## src/rtl/if_id_queue.sv

```systemverilog
// In-order IF/ID instruction queue: DEPTH entries between fetch and decode, head drives decode.
// Latency 1 cycle push-to-head; ReadyF drops when full (no pop-through), flush empties in one cycle.
// Backpressure: a push while full is dropped and latches the sticky OverflowErr flag.
package riscv_pkg;
  localparam int XLEN = 32;
  localparam logic [31:0] INSTR_NOP = 32'h0000_0013;
endpackage

module if_id_queue #(
  parameter int XLEN  = riscv_pkg::XLEN,
  parameter int DEPTH = 4,
  localparam int CW   = $clog2(DEPTH + 1)
) (
  input  logic            clk,
  input  logic            rst,
  input  logic            FlushD,
  input  logic            PushF,
  output logic            ReadyF,
  input  logic [XLEN-1:0] PCF,
  input  logic [XLEN-1:0] PCPlus4F,
  input  logic [31:0]     InstrF,
  input  logic            PopD,
  output logic [XLEN-1:0] PCD,
  output logic [XLEN-1:0] PCPlus4D,
  output logic [31:0]     InstrD,
  output logic            IFID_valid,
  output logic [CW-1:0]   Count,
  output logic            OverflowErr
);

  localparam int AW = $clog2(DEPTH);

  typedef struct packed {
    logic [XLEN-1:0] pc;
    logic [XLEN-1:0] pc_plus4;
    logic [31:0]     instr;
  } entry_t;

  entry_t          mem [DEPTH];
  logic [AW-1:0]   wr_ptr;
  logic [AW-1:0]   rd_ptr;
  logic [CW-1:0]   count;
  logic            overflow;
  logic            push_ok;
  logic            pop_ok;

  assign ReadyF      = (count != CW'(DEPTH));
  assign IFID_valid  = (count != '0);
  assign push_ok     = PushF & ReadyF & ~FlushD;
  assign pop_ok      = PopD & IFID_valid & ~FlushD;
  assign Count       = count;
  assign OverflowErr = overflow;

  // Storage is masked by count, so it carries no reset.
  always_ff @(posedge clk) begin
    if (push_ok) begin
      mem[wr_ptr] <= '{pc: PCF, pc_plus4: PCPlus4F, instr: InstrF};
    end
  end

  always_ff @(posedge clk or posedge rst) begin
    if (rst) begin
      wr_ptr   <= '0;
      rd_ptr   <= '0;
      count    <= '0;
      overflow <= 1'b0;
    end else begin
      if (PushF & ~ReadyF & ~FlushD) begin
        overflow <= 1'b1;
      end
      if (FlushD) begin
        wr_ptr <= '0;
        rd_ptr <= '0;
        count  <= '0;
      end else begin
        if (push_ok) begin
          wr_ptr <= wr_ptr + AW'(1);
        end
        if (pop_ok) begin
          rd_ptr <= rd_ptr + AW'(1);
        end
        case ({push_ok, pop_ok})
          2'b10:   count <= count + CW'(1);
          2'b01:   count <= count - CW'(1);
          default: count <= count;
        endcase
      end
    end
  end

  always_comb begin
    PCD      = '0;
    PCPlus4D = '0;
    InstrD   = riscv_pkg::INSTR_NOP;
    if (IFID_valid) begin
      PCD      = mem[rd_ptr].pc;
      PCPlus4D = mem[rd_ptr].pc_plus4;
      InstrD   = mem[rd_ptr].instr;
    end
  end

endmodule

```

## config.mk

```make
export PLATFORM = sky130hd
export DESIGN_NAME = if_id_queue
export DESIGN_NICKNAME = d
export VERILOG_FILES = /design/src/rtl/if_id_queue.sv
export SDC_FILE = /design/constraint.sdc
export NUM_CORES = 1
export LEC_CHECK = 0
export BUFFER_PORTS_ARGS = -buffer_cell sky130_fd_sc_hd__buf_2
export CORE_ASPECT_RATIO = 1.75
export CORE_MARGIN = 1
export CORE_UTILIZATION = 52
export DETAILED_ROUTE_END_ITERATION = 6
export GPL_TIMING_DRIVEN = 0
export HOLD_SLACK_MARGIN = 0.02
export PLACE_DENSITY = 0.76
export SETUP_SLACK_MARGIN = 0.4
export SLEW_MARGIN = 20
export SYNTH_ARGS = -nofsm -noshare
export SYNTH_HDL_FRONTEND = slang
export SYNTH_SLANG_ARGS = --single-unit
```

## constraint.sdc

```tcl
create_clock -name clk -period 3.4 [get_ports clk]
set_clock_uncertainty 0.1 [all_clocks]
set_input_delay 1.02 -clock clk [delete_from_list [all_inputs] [get_ports clk]]
set_output_delay 1.02 -clock clk [all_outputs]
set_load 0.02 [all_outputs]
```

==> reports/summary.txt <==
CP Class: reg -> out
fraction of synthesized area in multiplexers: 0.144
min Tclk post-route: 3320 ps
Worst EP required: 2280 ps
register area share after synthesis: 0.779
starting density of the core: 0.528
Synth Area in Compound Gates: 0.00690
Data arrival, critical path: 2200 ps
row count: 82
Pwr Density: 604 nW/µm²
initial antenna violation count: 5
Mapped Avg Cell Area: 22.3 µm²
io pins: 203
slew at the pin closest to its max-slew limit: 418 ps
Inserted Clock Buffers: 36
Synth cell types: 36
Post-Syn Area: 15100 µm²
most common cell in the netlist: edfxtp_1
clock root buffer: clkbuf_16
status: finished, final reports clean
layout cells sized above 1: 0.446
clock sinks: 392
first drt pass iteration count: 4
syn nets: 782
Port Buffers: 200
RePlAce Congestion: 0.691
most frequent CP cell: buf_12
worst min path class: in -> async
Yosys top cell by area: edfxtp_1
Placed Instances: 1262
multi-input logic area: 3150 µm²
1st-iter DRT viols: 476
Core Region: 28500 µm²
Mapped Cells: 676
GR Overflow Total: 0
fill count: 1982
Final Hold Viols: 0
Routed wire per std cell: 22.1 µm
Chip Height: 227 µm
top-area cell type share of the netlist area: 0.766
adder-cell share of the synthesized area: 0.00465
register area: 11700 µm²
via count: 7398
fmax: 0.302 GHz
startpoint type of the worst setup path: flop
Rel. slew slack: 0.721
Synth Flop Type: edfxtp_1
Max stage delay on crit path: 520 ps
CP cell instances: buf_12 > buf_12 > buf_12 > mux4_2 > and2_1 > buf_2
largest net degree at the start of global routing: 47
CTS Buffer Depth: 3
worst vdd ir: 0.523 mV
CP Capture Type: output port
CP max stage cell: mux4_2
vias in the first global route: 7731
Routed WL: 30000 µm
Nets: 1052
Layout Cells excl Fill: 1355
Die Wd: 131 µm
antenna-violating nets left: 0
Yosys warnings: 0
GRT Total Usage: 0.203
Pleak: 6.50 nW
top cells by count, synth: edfxtp_1 (384), and2_1 (97), mux4_2 (96)
number of synthesized flops with an enable pin: 384
# H-tree levels: 2
Synth Area in Simple Gates: 0.0481
area added between synthesis and finish: 23.5%
main combinational cell family by area after synthesis: multiplexers
Yosys reg bits: 392
Final period util: 0.975
Vias/cell: 5.46
top post-synthesis cells by area: edfxtp_1 (77%), mux4_2 (14%), and2_1 (4.0%)
# DRC: 0
RSZ-0062 raised after global routing: yes
Final Max Slew Viols: 0
max cap viols: 0
Final setup viols: 0
global-route wire length before repair: 43400 µm
clock transition at the registers of the reported paths: 60 ps
later-pin clock latency in the skew report: 520 ps
Tot Pwr: 0.0112 W
Crit Path Max Fanout: 10
DPL Wire Length: 18300 µm
Die ar.: 29700 µm²
CTS tree: yes
async set or reset register ratio after synthesis: 0.0204
XOR/XNOR Fraction of Synth Area: 0.00175
## where the power goes
part | leakage (nW) | total, W | internal, W | switching (W)
Combinational | 2.30 | 0.00155 | 0.000738 | 0.000808
Sequential | 3.59 | 0.00548 | 0.00545 | 0.0000342
Clock | 0.607 | 0.00420 | 0.00254 | 0.00167
Total | 6.50 | 0.0112 | 0.00872 | 0.00251
## layer usage
metal / share of wire / vias to the layer above / GRT usage / wire [µm]
met3: 0.050 / 58 / 0.0392 / 1510
met4: 0.029 / 2 / 0.0849 / 870
met2: 0.57 / 218 / 0.372 / 17000
li1: - / 3294 / - / -
met5: 0.00043 / - / 0 / 13
met1: 0.35 / 3826 / 0.229 / 10600
## timing repair
| item | in CTS | in global routing |
|---|---|---|
| hold buffers | 0 | 0 |
| pin swaps | 2 | 10 |
| setup endpoints to repair | 98 | 98 |
| setup buffers | 8 | 12 |
| gates cloned | 1 | 3 |
| gates resized for setup | 61 | 59 |
## state kept, by name, summed over array words and instances (netlist names)
name	count
wr_ptr	2
rd_ptr	2
mem	384
OverflowErr	1
Count	3
## worst max-delay path: cells and delay by family (launching register included)
kind                   cells  cell delay (ps)
flip-flops                 1              370
buffers and inverters      4              600
AND/OR/NAND/NOR            1              170
multiplexers               1              520
## final timing paths
path	end	cells past startpoint	slack [ps]	from
min	wr_ptr[0]$_DFFE_PP0P_	2	340	rst
min reg2reg	OverflowErr$_DFFE_PP0P_	1	380	OverflowErr$_DFFE_PP0P_
max in group asynchronous	rd_ptr[1]$_DFFE_PP0P_	2	2610	rst
max	PCD[19]	6	80	rd_ptr[0]$_DFFE_PP0P_
min in group clk	OverflowErr$_DFFE_PP0P_	1	380	OverflowErr$_DFFE_PP0P_
max reg2reg	Count[2]$_DFFE_PP0P_	9	800	Count[1]$_DFFE_PP0P_
## kinds of logic (layout without fill, tap and decap cells)
family | after synthesis | after routing
AOI/OAI and AO/OA | 15 | 15
xor gates and xnor gates | 3 | 3
adders and majority gates | 5 | 5
buffers and inverters | 45 | 342
DFF | 392 | 392
muxes | 97 | 97
other | 0 | 4
and+or+nand+nor | 119 | 119
## final cells by class
class | instances | area share
Sequential cell | 392 | 0.631
Multi-Input combinational cell | 239 | 0.170
Timing Repair Buffer | 232 | 0.0835
Clock buffer | 43 | 0.0510
Tap cell | 378 | 0.0254
Buffer | 37 | 0.0218
Clock inverter | 22 | 0.0157
Inverter | 8 | 0.00175
Antenna cell | 4 | 0.000538
## per-stage QoR
stage / hold slack (ps) / utilization / worst slack [ps] / setup TNS [ps] / instance area, µm²
after floorplan: 457 / - / 108 / 0 / 15100
after global placement: 355 / 0.580 / -1100 / -422070 / 16500
after detailed placement: 370 / 0.587 / -211 / -6610 / 16800
after CTS: 315 / 0.640 / 29.1 / 0 / 18300
after global routing: 353 / 0.652 / 7.17 / 0 / 18600
final: 339 / 0.652 / 83.4 / 0 / 18600
## cell usage in the layout (no fill, tap or decap), types with 8 or more instances in the layout
master	n
clkbuf_16	41
dfrtp_1	8
and2_4	15
and2_1	82
mux4_2	96
edfxtp_1	384
buf_6	28
buf_12	8
buf_2	185
buf_4	22
clkbuf_1	10
(Power assumes the default switching activity.)
